### src/rtl/timer_pkg.sv
// timer_pkg: shared definitions for the timer_counter block.
// FSM state encoding, bus register offsets, CTRL bit positions and MODE encodings.
package timer_pkg;

   // FSM states
   typedef enum logic [1:0] {
      ST_IDLE = 2'd0,
      ST_LOAD = 2'd1,
      ST_CNT  = 2'd2,
      ST_INT  = 2'd3
   } state_e;

   // MODE field encodings; the two reserved codes run as one-shot
   typedef enum logic [1:0] {
      MODE_ONESHOT = 2'd0,
      MODE_RELOAD  = 2'd1,
      MODE_RSVD2   = 2'd2,
      MODE_RSVD3   = 2'd3
   } mode_e;

   // Register word offsets
   localparam logic [1:0] ADDR_CTRL   = 2'd0;
   localparam logic [1:0] ADDR_PRESET = 2'd1;
   localparam logic [1:0] ADDR_COUNT  = 2'd2;
   localparam logic [1:0] ADDR_UNUSED = 2'd3;

   // CTRL layout: only the low CTRL_W bits are stored, the rest read as zero
   localparam int CTRL_W        = 4;
   localparam int CTRL_EN       = 0;
   localparam int CTRL_MODE_LSB = 1;
   localparam int CTRL_MODE_MSB = 2;
   localparam int CTRL_IM       = 3;

   // True when the MODE field selects periodic reload
   function automatic logic mode_is_reload(input logic [1:0] mode);
      return mode == MODE_RELOAD;
   endfunction

endpackage

### src/rtl/timer_counter.sv
// timer_counter: bus-programmable down-counter with one-shot / auto-reload
// operation and a maskable interrupt line.
// Optional feature macro: TIMER_AUTO_RELOAD_EN. When undefined, MODE 1 runs
// exactly like one-shot (MODE bits are still stored and read back) and the
// reload path is not built.
module timer_counter
   import timer_pkg::*;
#(
   parameter int CNT_W = 32
) (
   input  logic             clk,
   input  logic             reset,
   input  logic [1:0]       addr,
   input  logic             we,
   input  logic [CNT_W-1:0] wdata,
   output logic [CNT_W-1:0] rdata,
   output logic             irq
);

   state_e            state_q, state_d;
   logic [CTRL_W-1:0] ctrl_q,  ctrl_d;
   logic [CNT_W-1:0]  preset_q, preset_d;
   logic [CNT_W-1:0]  count_q,  count_d;
   logic              pend_q,   pend_d;

   logic wr_ctrl;
   logic wr_preset;
   logic reload_mode;

   assign wr_ctrl   = we && (addr == ADDR_CTRL);
   assign wr_preset = we && (addr == ADDR_PRESET);

`ifdef TIMER_AUTO_RELOAD_EN
   // Reload decision follows the live MODE field
   assign reload_mode = mode_is_reload(ctrl_q[CTRL_MODE_MSB:CTRL_MODE_LSB]);
`else
   // Reload path absent: every MODE behaves as one-shot
   assign reload_mode = 1'b0;
`endif

   // State and register update
   always_ff @(posedge clk or negedge reset) begin
      if (!reset) begin
         state_q  <= ST_IDLE;
         ctrl_q   <= '0;
         preset_q <= '0;
         count_q  <= '0;
         pend_q   <= 1'b0;
      end else begin
         state_q  <= state_d;
         ctrl_q   <= ctrl_d;
         preset_q <= preset_d;
         count_q  <= count_d;
         pend_q   <= pend_d;
      end
   end

   // Next-state: FSM actions first, bus writes last so a CPU write always
   // overrides the FSM's own CTRL/pending updates in the same cycle.
   always_comb begin
      state_d  = state_q;
      ctrl_d   = ctrl_q;
      preset_d = preset_q;
      count_d  = count_q;
      pend_d   = pend_q;

      case (state_q)
         ST_IDLE: begin
            if (ctrl_q[CTRL_EN]) state_d = ST_LOAD;
         end
         ST_LOAD: begin
            count_d = preset_q;
            state_d = ST_CNT;
         end
         ST_CNT: begin
            if (!ctrl_q[CTRL_EN]) begin
               // Disabled mid-count: park with COUNT held
               state_d = ST_IDLE;
            end else if (count_q == '0) begin
               // Raise pending on entry so irq is already high in the INT cycle
               state_d = ST_INT;
               if (!reload_mode) pend_d = 1'b1;
            end else begin
               count_d = count_q - CNT_W'(1);
            end
         end
         ST_INT: begin
            if (reload_mode) begin
               state_d = ST_LOAD;
            end else begin
               pend_d          = 1'b1;
               ctrl_d[CTRL_EN] = 1'b0;
               state_d         = ST_IDLE;
            end
         end
         default: state_d = ST_IDLE;
      endcase

      if (wr_ctrl) begin
         ctrl_d = wdata[CTRL_W-1:0];
         pend_d = 1'b0;
      end
      if (wr_preset) begin
         preset_d = wdata;
         pend_d   = 1'b0;
      end
   end

   // Combinational register read mux; COUNT writes and offset 3 are ignored
   always_comb begin
      rdata = '0;
      case (addr)
         ADDR_CTRL:   rdata = {{(CNT_W-CTRL_W){1'b0}}, ctrl_q};
         ADDR_PRESET: rdata = preset_q;
         ADDR_COUNT:  rdata = count_q;
         ADDR_UNUSED: rdata = '0;
         default:     rdata = '0;
      endcase
   end

   // Level irq for one-shot pending; one-cycle pulse per period in reload mode
   assign irq = ctrl_q[CTRL_IM] & (pend_q | ((state_q == ST_INT) & reload_mode));

endmodule

### config.mk
export PLATFORM = sky130hd
export DESIGN_NAME = timer_counter
export DESIGN_NICKNAME = d
export VERILOG_FILES = /design/src/rtl/timer_pkg.sv /design/src/rtl/timer_counter.sv
export SDC_FILE = /design/constraint.sdc
export NUM_CORES = 1
export LEC_CHECK = 0
export BUFFER_PORTS_ARGS = -buffer_cell sky130_fd_sc_hd__buf_2
export CAP_MARGIN = 20
export CORE_MARGIN = 2
export CORE_UTILIZATION = 40
export DETAILED_ROUTE_END_ITERATION = 8
export SLEW_MARGIN = 5
export SYNTH_ARGS = -nofsm -noshare
export SYNTH_HDL_FRONTEND = slang
export SYNTH_SLANG_ARGS = --single-unit
### constraint.sdc
create_clock -name clk -period 2.9 [get_ports clk]
set_input_delay 0.435 -clock clk [delete_from_list [all_inputs] [get_ports clk]]
set_output_delay 0.435 -clock clk [all_outputs]
set_load 0.01 [all_outputs]
==> results.md <==
* Fmax at 376.1 MHz
* Clk buf depth at 2
* Placer Congestion at 0.8340
* Area of the core at 9594 um2
* Max VDD drop at 312.7 uV
* Synth cell types at 55
* Top FF cell, synth: dfrtp_1
* CP max stage delay at 620 ps
* Fillers at 947
* Site Rows at 36
* Critical path class: reg2reg
* Most common cell in the netlist: dfrtp_1
* Starting DRT DRC Count at 214
* Initial antenna violation count at 0
* CTS HTree Levels at 3
* Final slew viol count at 0
* Met3 Track Usage GR at 0.04203
* Top cells by count, synth: dfrtp_1, o21ai_0, mux2_2
* Area growth from synthesis to layout at 18.45%
* Syn. warnings at 0
* Post-Synthesis Cells at 395
* Vias at 3331
* Die W at 102.7 um
* Final Skew at 11.46 ps
* Vias per std cell at 5.533
* Grt peak-use layer: met2
* Remaining global-route overflow at 0
* Layout cells sized above 1 at 0.3326
* CP Launch Type: flip-flop
* Later-pin clock latency in the skew report at 350 ps
* Cell internal pwr at 2437 uW
* Psw at 1705 uW
* Minimum clock period at 2659 ps
* Slowest-stage cell, CP: or4b_1
* Die H at 102.7 um
* DP HPWL at 6.980 mm
* Largest net degree at the start of global routing at 49
* Sw Share at 0.4116
* CP arrival at 2940 ps
* CTS tree: yes
* Met2 usage at 0.3102
* Vias in the first global route at 3250
* Unrepaired setup endpoints after global routing: false
* Asr flop ratio synth at 1.000
* First-pass GRT wire length at 16.54 mm
* Post-synth EDFFs at 0
* Hold Vio Cnt, Final at 0
* Worst-margin pin slew at 807.0 ps
* Worst Setup End Kind: flip-flop
* HP Class: in2async
* Setup TNS at 0 ps
* DRC Markers at 0
* Input/output buffers at 69
* Die area at 10550 um2
* Root cell of the clock tree: clkbuf_8
* Mapped Avg Cell Area at 9.870 um2
* Total power draw at 4142 uW
* Hold Buf Count CTS at 0
* M1 GR Usage at 0.2853
* Crit Path Max Fanout at 7
* Top cell type's share of synthesized area at 0.4557
* ANT cells at 0
* Final core occ at 0.4814
* Post-CTS Setup Bufs at 0
* CTS Sinks at 71
* Nets at 503
* Post-CTS Resized at 0
* Seq pwr share at 0.420
* Worst EP required at 3180 ps
* Tot GR Track Use at 0.2012
* Final setup viols at 0
* Clk slew on worst S/H paths at 80 ps
* Pwr per Cell Area at 896.8 nW/um2
* Cells along the critical path: inv_1 > ha_1 > or4b_1 > or4_4 > nor3_2 > a21oi_1 > nor2_1 > a2bb2oi_1
* Period utilisation layout at 0.9168
* Leading area contributor after synthesis: dfrtp_1
* Clock buffer count from CTS at 9
* Seq/Total Area, Yosys at 0.4557
* Final hold slack at 75.64 ps
* Synth area leaders: dfrtp_1, mux2_2, a22o_1
* Syn Nets at 433
* Clk pwr share at 0.186
* FF+latch count, synth at 71
* Status: completed
* Total iterations of the first detailed-routing run at 5
* Routed wire per std cell at 16.46 um
* IO Pins at 70
* Routed Antenna Nets at 0
* Synth Cell Area at 3899 um2
* Post-Route WL at 9.910 mm
* Max_cap viols at 0
* Slew Limit Headroom at 0.4620
* Initial Utilization at 0.4064
* Logic gate share of total power at 0.394
* Lkg Pwr at 0.002016 uW
registers in the layout, indices dropped and copies added (netlist names):
name,count
ctrl_q,4
count_q,32
state_q,2
preset_q,32
pend_q,1
per-stage QoR:
step	cell area [um2]	setup slack, ps	cells
2_1_floorplan	3899	557.0	395
3_3_place_gp	4439	367.2	587
3_5_place_dp	4439	287.2	587
4_1_cts	4618	259.7	602
5_1_grt	4618	90.74	602
6_report	4618	241.3	602
layout by cell type (no fill, tap or decap), drive strengths merged, types with 4 or more instances in the layout:
cell type	n
a21oi	27
nor3	14
o2bb2ai	7
o21ai	50
mux2i	5
a22o	29
dfrtp	71
or4	4
nor4	7
buf	87
a22oi	13
nand2	23
mux2	35
inv	7
clkbuf	11
or2	5
nor2	31
nand3	8
worst max-delay path: cells and delay by family (launching register included):
family / cells / cell delay, ps
buffers and inverters: 1 / 100
AND/OR/NAND/NOR: 4 / 1590
adder cells (fa/ha/maj): 1 / 240
AO/OA/AOI/OAI: 2 / 270
flip-flops: 1 / 390
power groups by stage:
stage | Sequential, uW | Combinational [uW] | Clock (uW)
5_1_grt | 1800 | 1850 | 828
6_report | 1740 | 1630 | 769
3_3_place_gp | 1740 | 1600 | 0
2_1_floorplan | 1600 | 1260 | 0
3_5_place_dp | 1750 | 1630 | 0
4_1_cts | 1730 | 1640 | 792
final cells by class:
cell class                      count  area (um2)  share of cell area
Timing Repair Buffer               87       493.0              0.1067
Multi-Input combinational cell    289        1977              0.4281
Clock buffer                       11       131.4             0.02845
Inverter                            7       26.28            0.005690
Tap cell                          133       166.4             0.03603
Sequential cell                    71        1777              0.3847
Clock inverter                      4       47.55             0.01030
kinds of logic (layout without fill, tap and decap cells):
family / after synthesis / count (layout) / synth area share
compound gates: 141 / 141 / 0.2349
fa+ha+maj: 1 / 1 / 0.003209
buf+inv: 35 / 109 / 0.03915
flops: 71 / 71 / 0.4557
mux: 40 / 40 / 0.1139
simple gates: 107 / 107 / 0.1531
worst paths after layout:
path,start,end,slack [ps],cells after the start
min,reset,preset_q[8],80,1
min in group clk,wdata[21],preset_q[21],310,2
min reg2reg,ctrl_q[2],ctrl_q[2],510,1
max,count_q[0],count_q[24],240,8
max reg2reg,count_q[0],count_q[24],240,8
max in group asynchronous,reset,count_q[19],2140,2
per-layer routing:
metal,vias up,share of wire
met5,-,0
met1,1645,0.47
met4,0,0.014
li1,1607,-
met3,14,0.036
met2,65,0.48
No activity file was read; power rests on OpenSTA's default activity.
